<file path="config.mk">
export PLATFORM = sky130hd
export DESIGN_NAME = rx_frame_buffer
export DESIGN_NICKNAME = d
export VERILOG_FILES = /design/src/rtl/rx_frame_buffer.sv
export SDC_FILE = /design/constraint.sdc
export NUM_CORES = 1
export LEC_CHECK = 0
export CAP_MARGIN = 20
export CORE_MARGIN = 1
export CORE_UTILIZATION = 45
export CTS_CLUSTER_DIAMETER = 150
export DETAILED_ROUTE_END_ITERATION = 8
export HOLD_SLACK_MARGIN = 0.06
export PLACE_DENSITY = 0.6
export SLEW_MARGIN = 20
export SYNTH_ARGS = -nofsm -noshare
export SYNTH_HDL_FRONTEND = slang
export SYNTH_SLANG_ARGS = --single-unit
</file>
<file path="constraint.sdc">
create_clock -name clk -period 3.8 [get_ports clk]
set_input_delay 0.76 -clock clk [delete_from_list [all_inputs] [get_ports clk]]
set_output_delay 0.76 -clock clk [all_outputs]
set_load 0.02 [all_outputs]
</file>
<file path="src/rtl/rx_frame_buffer.sv">
// Receive frame buffer: stores MAC rx bytes, commits whole good frames, rolls back
// errored/overflowing ones, and replays committed bytes on a backpressurable stream.
module rx_frame_buffer #(
  parameter int SIZE = 64
) (
  input  logic        clk,
  input  logic        rst_n,
  input  logic        rx_valid,
  input  logic [7:0]  rx_data,
  input  logic        rx_last,
  input  logic        rx_user,
  input  logic        brx_ready,
  output logic        brx_valid,
  output logic [7:0]  brx_data,
  output logic        brx_last,
  output logic        frame_ok,
  output logic        frame_drop,
  output logic [15:0] ok_count,
  output logic [15:0] drop_count
);
  localparam int AW = $clog2(SIZE);
  localparam int PW = AW + 1;

  typedef enum logic [1:0] {IDLE, RECV, DROP} state_e;

  state_e          state_q, state_d;
  logic [PW-1:0]   wptr_tmp_q, wptr_tmp_d;
  logic [PW-1:0]   wptr_cmt_q, wptr_cmt_d;
  logic [PW-1:0]   rptr_q, rptr_d;
  logic [PW-1:0]   occ;
  logic            full, empty, we, load;
  logic            ok_q, ok_d, drop_q, drop_d;
  logic            brx_valid_q, brx_valid_d;
  logic [8:0]      brx_out_q, brx_out_d;
  logic [15:0]     ok_cnt_q, ok_cnt_d, drop_cnt_q, drop_cnt_d;
  logic [8:0]      mem [SIZE];

  assign occ   = wptr_tmp_q - rptr_q;
  assign full  = (occ == PW'(SIZE));
  assign empty = (rptr_q == wptr_cmt_q);

  // Write side: bytes land speculatively at wptr_tmp; wptr_cmt only moves on a good end.
  always_comb begin
    state_d    = state_q;
    wptr_tmp_d = wptr_tmp_q;
    wptr_cmt_d = wptr_cmt_q;
    ok_d       = 1'b0;
    drop_d     = 1'b0;
    we         = 1'b0;
    if (rx_valid) begin
      case (state_q)
        IDLE, RECV: begin
          if (!full) begin
            we         = 1'b1;
            wptr_tmp_d = wptr_tmp_q + PW'(1);
          end
          if (rx_last) begin
            state_d = IDLE;
            if (!rx_user && !full) begin
              wptr_cmt_d = wptr_tmp_q + PW'(1);
              ok_d       = 1'b1;
            end else begin
              wptr_tmp_d = wptr_cmt_q;
              drop_d     = 1'b1;
            end
          end else if (full) begin
            wptr_tmp_d = wptr_cmt_q;
            state_d    = DROP;
          end else begin
            state_d = RECV;
          end
        end
        DROP: begin
          if (rx_last) begin
            drop_d  = 1'b1;
            state_d = IDLE;
          end
        end
        default: state_d = IDLE;
      endcase
    end
  end

  // Read side: single output register, refilled whenever empty or consumed.
  always_comb begin
    load        = !brx_valid_q || brx_ready;
    brx_valid_d = brx_valid_q;
    brx_out_d   = brx_out_q;
    rptr_d      = rptr_q;
    if (load) begin
      brx_valid_d = !empty;
      if (!empty) begin
        brx_out_d = mem[rptr_q[AW-1:0]];
        rptr_d    = rptr_q + PW'(1);
      end
    end
  end

  always_comb begin
    ok_cnt_d   = ok_cnt_q;
    drop_cnt_d = drop_cnt_q;
    if (ok_d && ok_cnt_q != 16'hFFFF)     ok_cnt_d   = ok_cnt_q + 16'd1;
    if (drop_d && drop_cnt_q != 16'hFFFF) drop_cnt_d = drop_cnt_q + 16'd1;
  end

  always_ff @(posedge clk) begin
    if (we) mem[wptr_tmp_q[AW-1:0]] <= {rx_last, rx_data};
  end

  always_ff @(posedge clk or negedge rst_n) begin
    if (!rst_n) begin
      state_q     <= IDLE;
      wptr_tmp_q  <= '0;
      wptr_cmt_q  <= '0;
      rptr_q      <= '0;
      ok_q        <= 1'b0;
      drop_q      <= 1'b0;
      brx_valid_q <= 1'b0;
      brx_out_q   <= '0;
      ok_cnt_q    <= '0;
      drop_cnt_q  <= '0;
    end else begin
      state_q     <= state_d;
      wptr_tmp_q  <= wptr_tmp_d;
      wptr_cmt_q  <= wptr_cmt_d;
      rptr_q      <= rptr_d;
      ok_q        <= ok_d;
      drop_q      <= drop_d;
      brx_valid_q <= brx_valid_d;
      brx_out_q   <= brx_out_d;
      ok_cnt_q    <= ok_cnt_d;
      drop_cnt_q  <= drop_cnt_d;
    end
  end

  assign brx_valid  = brx_valid_q;
  assign brx_last   = brx_out_q[8];
  assign brx_data   = brx_out_q[7:0];
  assign frame_ok   = ok_q;
  assign frame_drop = drop_q;
  assign ok_count   = ok_cnt_q;
  assign drop_count = drop_cnt_q;
endmodule

</file>
==> run_results.csv, run 1 <==
group,metric,value,unit
worst_setup_path,worstPathCellList,"ha_1 -> and4_1 -> o21ai_1 -> and4_1 -> nor4_4 -> nor2_1 -> nand3_1 -> nor2_1",
sta,fin_skew,0.0276,ns
logic_synthesis,synth_area_leaders,"edfxtp_1 67%, mux4_2 7.4%, dfrtp_1 6.5%, mux2i_1 4.8%, nor2_1 1.6%",
worst_setup_path,cpMaxStageDelayCell,"nor2_1",
route,postRouteAntennaNets,0,
cts,ctsResizeCount,0,
finish,multi_input_area,0.00637,mm²
logic_synthesis,yosysTopAreaCell,"edfxtp_1",
worst_setup_path,cp.required,4.03,ns
logic_synthesis,synth_edf_count,576,
sta,period_needed,3.26,ns
worst_setup_path,timing.critical_path.to_type,"register",
sta,drv_slew,0,
place,gp_congestion,0.838,
pwr,p_leak,10.2,nW
logic_synthesis,netlist.area_leader.share,67.1,%
sta,setup_violations,0,
pwr,ir_worst_vdd,0.538,mV
finish,layout.nets,1652,
floorplan,core,0.0565,mm²
floorplan,die_w,241,µm
sta,relSlewSlack,27.2,%
grt,grt_pass1_wl,95.0,mm
logic_synthesis,ys_seq_elements,643,
sta,tightest_slew,1.09,ns
finish,regArea,0.0190,mm²
hold_path,hp-class,"in -> async",
floorplan,num_rows,87,
floorplan,dieArea,0.0583,mm²
grt,grt.overflow.total,0,
grt,antenna_found_initial,1,
cts,cts_root_buf,"clkbuf_16",
worst_setup_path,r2r_start,"wptr_tmp_q[5]$_DFFE_PN0P_",
place,port_buffers,57,
logic_synthesis,ys_types,62,
grt,grt_max_degree,89,
logic_synthesis,syn_inst,1465,
sta,max_freq,307,MHz
worst_setup_path,r2r_cells,8,
worst_setup_path,path_class,"reg -> reg",
job,max-cap-violations,0,
route,drcViolationCount,0,
logic_synthesis,synth-main-ff-cell,"edfxtp_1",
grt,grt_pass1_vias,14200,
logic_synthesis,synthArstFlopShare,10.4,%
cts,cts-buffers-inserted,68,
logic_synthesis,synth_seq_area_share,73.6,%
finish,drive_gt1_share,18.5,%
cts,clkLatencyLatePin,0.61,ns
cts,cts_setup_buffers,0,
worst_setup_path,worst_ep_arrival_time,3.50,ns
worst_setup_path,crit_family,"simple AND/OR/NAND/NOR gates",
logic_synthesis,syn_avg_cell_area,17.6,µm²
cts,ctsHoldBuffers,0,
finish,area_delta_synth_final,16.1,%
worst_setup_path,cp_max_fo,11,
sta,tns,0,ns
floorplan,top_level_ports,58,
floorplan,initial_core_util,45.6,%
worst_setup_path,path_buf_inv,0,
route,vias,14200,
finish,fillCellCount,4479,
place,hpwl,40.9,mm
sta,rsz0062_at_grt,"false",
outcome,status,"completed",
finish,antennaDiodeCount,0,
grt,grt_usage,22.9,%
worst_setup_path,crit_cells,8,
cts,clockBufferDepth,3,
sta,hold_viol,0,
worst_setup_path,critPathLaunchType,"register",
finish,final_core_util,53.0,%
logic_synthesis,yosysWarnings,0,
pwr,p_per_area,721,mW/mm²
floorplan,chipHeight,241,µm
worst_setup_path,r2r_setup_slack,0.54,ns
cts,cts_tree,"done",
route,routed_via_density,5.84,
sta,fin_crit_sh,85.8,%
route,drt_iter0_drc,1466,
worst_setup_path,cpPeakStageDelay,0.71,ns
worst_setup_path,r2r_end,"mem[55][3]$_DFFE_PP_",
cts,htreeDepth,3,
logic_synthesis,syn-cell-area,0.0258,mm²
cts,clock-sinks,643,
cts,clkTransAtPathRegs,0.06,ns
route,wire_per_inst,26.6,µm
route,wirelength,64.9,mm
logic_synthesis,synthesis.nets,1489,
route,dr.pass1.iters,5,
## layer usage
| metal | share of wire (%) | track usage [%] | vias to the layer above |
|---|---|---|---|
| met5 | 0.020 | 0 | - |
| met4 | 2.3 | 5.95 | 2 |
| met3 | 6.0 | 3.79 | 108 |
| met2 | 49 | 37.4 | 538 |
| met1 | 43 | 31.9 | 7406 |
| li1 | - | - | 6182 |
## power by group
part | internal [mW] | switching, mW | leakage [nW]
registers | 8.15 | 0.382 | 6.00
clock network | 3.89 | 2.70 | 1.08
logic | 2.54 | 3.91 | 3.13
## cell usage in the layout (no fill, tap or decap), drive strengths merged, types with 9 or more instances in the layout
master	instances
mux2i	124
nand3	51
mux4	85
nor2	113
buf	114
clkdlybuf4s50	47
xor2	18
and3	12
a21oi	32
o221ai	12
nand4	20
a211oi	12
clkbuf	91
nand2	54
ha	10
o21ai	25
a221oi	14
inv	17
edfxtp	576
dfrtp	67
a22oi	35
xnor2	28
clkinv	25
nor3	10
nor2b	9
## worst register-to-register path: cells and delay by family (launching register included)
kind | cells | cell delay [ns]
AO/OA/AOI/OAI | 1 | 0.10
adder cells (fa/ha/maj) | 1 | 0.42
AND/OR/NAND/NOR | 6 | 1.86
flip-flops | 1 | 0.52
## how the worst max path moves through the flow
stage,end,slack [ns],start
6_report,mem[55][3]$_DFFE_PP_,0.54,wptr_tmp_q[5]$_DFFE_PN0P_
5_1_grt,mem[55][3]$_DFFE_PP_,0.32,wptr_tmp_q[5]$_DFFE_PN0P_
4_1_cts,mem[54][6]$_DFFE_PP_,0.52,wptr_tmp_q[5]$_DFFE_PN0P_
2_1_floorplan,mem[45][0]$_DFFE_PP_,0.59,rptr_q[4]$_DFFE_PN0P_
3_5_place_dp,mem[47][8]$_DFFE_PP_,0.42,rx_valid
3_3_place_gp,mem[63][5]$_DFFE_PP_,0.50,rx_valid
## metrics by stage
| stage | cells | total power, mW | worst slack, ns | hold WS (ns) | area [µm²] |
|---|---|---|---|---|---|
| floorplan | 1465 | 12.8 | 0.595 | 0.464 | 25800 |
| global placement | 2314 | 15.1 | 0.504 | 0.482 | 27700 |
| detailed placement | 2314 | 15.1 | 0.420 | 0.492 | 27700 |
| CTS | 2437 | 21.7 | 0.524 | 0.312 | 29900 |
| global route | 2437 | 22.3 | 0.324 | 0.346 | 29900 |
| finish | 2437 | 21.6 | 0.539 | 0.289 | 29900 |
## kinds of logic after synthesis
logic type                 Yosys count  synth area share (%)
AOI/OAI and AO/OA                  173                  4.79
adders and majority gates           10                 0.485
and+or+nand+nor                    294                  5.38
xor gates and xnor gates            46                  1.56
muxes                              214                  12.5
buffers and inverters               85                  1.75
DFF                                643                  73.6
## layout make-up
cell class,instances,share of cell area [%]
sequential,643,63.4
multi-input combinational,737,21.3
clock buffer,91,6.25
inverter,17,0.213
timing repair buffer,161,4.56
clock inverter,32,1.13
tap,756,3.16
## state kept, by name (all words and copies together), names as in the netlist
signal and flops:
state_q 2, frame_ok 1, drop_count 16, wptr_cmt_q 7, frame_drop 1, mem 576
rptr_q 7, wptr_tmp_q 7, brx_out_q 9, brx_valid 1, ok_count 16
## Yosys cell counts, types with 24 or more instances
cell and number:
dfrtp_1 67, a21oi_1 32, mux2i_1 124, clkbuf_1 29, xnor2_1 28, o21ai_0 24, mux4_2 85, nand3_1 51
nand2_1 54, nor2_1 112, edfxtp_1 576, a22oi_1 35
Power figures use the tool's default switching activity.
==> inputs of run 2 (changes only) <==
Settings changed: GPL_TIMING_DRIVEN set to 0, HOLD_SLACK_MARGIN 0.06 to 0.05.
==> run 2 against run 1 <==
Clock skew up 0.0044 ns. Via count rose by 4.4%. Sequential cell count stayed put. Critical path type unchanged. Critical path depth grew 4. Sequential power about the same. Non-clock buffer count fell by 11. First-iteration DRC count is 11% higher. Critical endpoint is now mem[36][7]$_DFFE_PP_. Power up 4.7%. Wire length up 13%. Combinational power up 18%. Clock power down 2%.
==> run_results.csv, run 2 (synthesis results as in run 1) <==
group,metric,value,unit
pwr,p_per_area,744,mW/mm²
cts,cts-buffers-inserted,70,
place,gp_congestion,0.885,
worst_setup_path,cp_max_fo,16,
pwr,p_leak,10.1,nW
worst_setup_path,cp.required,4.03,ns
grt,antenna_found_initial,1,
sta,hold_viol,0,
sta,setup_violations,0,
cts,clockBufferDepth,3,
route,wire_per_inst,30.3,µm
sta,tns,0,ns
hold_path,hp-class,"in -> async",
cts,clkTransAtPathRegs,0.06,ns
route,vias,14900,
sta,max_freq,270,MHz
route,drt_iter0_drc,1630,
route,dr.pass1.iters,6,
finish,final_common_cell,"edfxtp_1",
worst_setup_path,timing.critical_path.to_type,"register",
worst_setup_path,worst_ep_arrival_time,3.94,ns
route,wirelength,73.6,mm
grt,grt_max_degree,65,
finish,antennaDiodeCount,0,
sta,relSlewSlack,20.8,%
floorplan,num_rows,87,
finish,multi_input_area,0.00687,mm²
worst_setup_path,r2r_start,"rptr_q[2]$_DFFE_PN0P_",
floorplan,core,0.0565,mm²
sta,rsz0062_at_grt,"false",
finish,finalNonFillerCells,2428,
finish,largest_reg_flops,576,
route,postRouteAntennaNets,0,
floorplan,initial_core_util,45.6,%
floorplan,dieArea,0.0583,mm²
worst_setup_path,r2r_setup_slack,0.09,ns
sta,fin_crit_sh,97.5,%
cts,clkLatencyLatePin,0.62,ns
cts,clock-sinks,643,
worst_setup_path,path_class,"reg -> reg",
grt,grt_pass1_wl,105,mm
grt,grt.overflow.total,0,
floorplan,top_level_ports,58,
cts,ctsHoldBuffers,0,
place,port_buffers,57,
outcome,status,"completed",
cts,cts_root_buf,"clkbuf_16",
worst_setup_path,cp-startpoint,"rptr_q[2]$_DFFE_PN0P_",
sta,drv_slew,0,
pwr,ir_worst_vdd,0.345,mV
cts,cts_tree,"done",
finish,area_delta_synth_final,17.7,%
route,routed_via_density,6.12,
floorplan,chipHeight,241,µm
worst_setup_path,r2r_cells,12,
finish,layout_common_cells,"576 x edfxtp_1, 124 x mux2i_1, 85 x mux4_2, 72 x clkbuf_16, 66 x dfrtp_1",
worst_setup_path,critPathLaunchType,"register",
finish,regArea,0.0190,mm²
sta,tightest_slew,1.19,ns
finish,layout.nets,1643,
place,hpwl,46.4,mm
route,drcViolationCount,0,
cts,htreeDepth,3,
floorplan,die_w,241,µm
finish,fillCellCount,4463,
place,dp_cells,2281,
grt,grt_usage,25.9,%
grt,grt_pass1_vias,14600,
sta,fin_skew,0.0320,ns
worst_setup_path,r2r_end,"mem[36][7]$_DFFE_PP_",
finish,drive_gt1_share,20.9,%
job,max-cap-violations,0,
sta,period_needed,3.71,ns
## run 2: cell count changes in the layout (fill, tap and decap cells not counted), sizes merged
cell,before,now
buf,114,76
bufinv,6,3
clkbuf,91,117
clkinv,25,27
clkinvlp,1,2
inv,17,20
## run 2: through the flow
stage / setup WS (ns) / utilization [%] / total power [mW] / hold WS [ns] / instance area [µm²]
floorplan: 0.595 / - / 12.8 / 0.464 / 25800
global placement: -1.66 / 48.3 / 15.7 / 0.476 / 27300
detailed placement: -1.79 / 48.4 / 15.8 / 0.480 / 27300
CTS: 0.0112 / 53.4 / 22.5 / 0.0889 / 30100
global route: 0.0377 / 53.7 / 23.2 / 0.124 / 30400
finish: 0.0932 / 53.7 / 22.6 / 0.109 / 30400
## run 2: where the power goes
group	leakage (nW)	total, mW	internal [mW]	switching (mW)
clock network	1.06	6.43	3.70	2.74
logic	3.03	7.64	2.65	4.99
registers	6.00	8.51	8.15	0.366
total	10.1	22.6	14.5	8.09
## run 2: repair_timing
action / 4_1_cts / 5_1_grt
buffers inserted: 15 / 7
gates resized for setup: 133 / 2
pin swaps: 8 / 7
endpoints found under the setup margin: 624 / 133
## run 2: final cells by class
class	count	area share [%]
inverter	17	0.223
clock inverter	35	0.907
buffer	66	1.26
clock buffer	90	6.16
timing repair buffer	84	3.19
tap	756	3.12
sequential	643	62.5
multi-input combinational	737	22.6
## run 2: critical path, cell delays in order (launching register included)
cell and delay (ns):
dfrtp_1 0.32, buf_2 0.21, clkinv_2 0.38, ha_1 0.47, and4_1 0.18, o21ai_1 0.10, and4_1 0.28, nor4_4 0.08
buf_6 0.17, nor2_4 0.31, nand3b_1 0.12, buf_4 0.24, nor2_2 0.46
## run 2: metal layers
layer | part of all wire [%] | routed length (µm) | track usage (%) | up-vias
met4 | 4.4 | 3210 | 11.6 | 2
met2 | 46 | 34100 | 39.6 | 789
li1 | - | - | - | 6189
met1 | 40 | 29700 | 36.3 | 7717
met3 | 9.0 | 6630 | 4.54 | 159
met5 | 0.011 | 8 | 0 | -
## run 2: worst max-delay path by stage
stage	end	slack, ns
6_report	mem[36][7]$_DFFE_PP_	0.09
5_1_grt	mem[35][5]$_DFFE_PP_	0.04
4_1_cts	mem[38][0]$_DFFE_PP_	0.01
3_5_place_dp	mem[33][8]$_DFFE_PP_	-1.79
3_3_place_gp	mem[33][8]$_DFFE_PP_	-1.66
2_1_floorplan	mem[45][0]$_DFFE_PP_	0.59
==> inputs of run 3 (changes only) <==
Settings changed: SKIP_LAST_GASP set to 1.
==> results of run 3 <==
Final layout, timing and power as in run 2 (identical DEF).
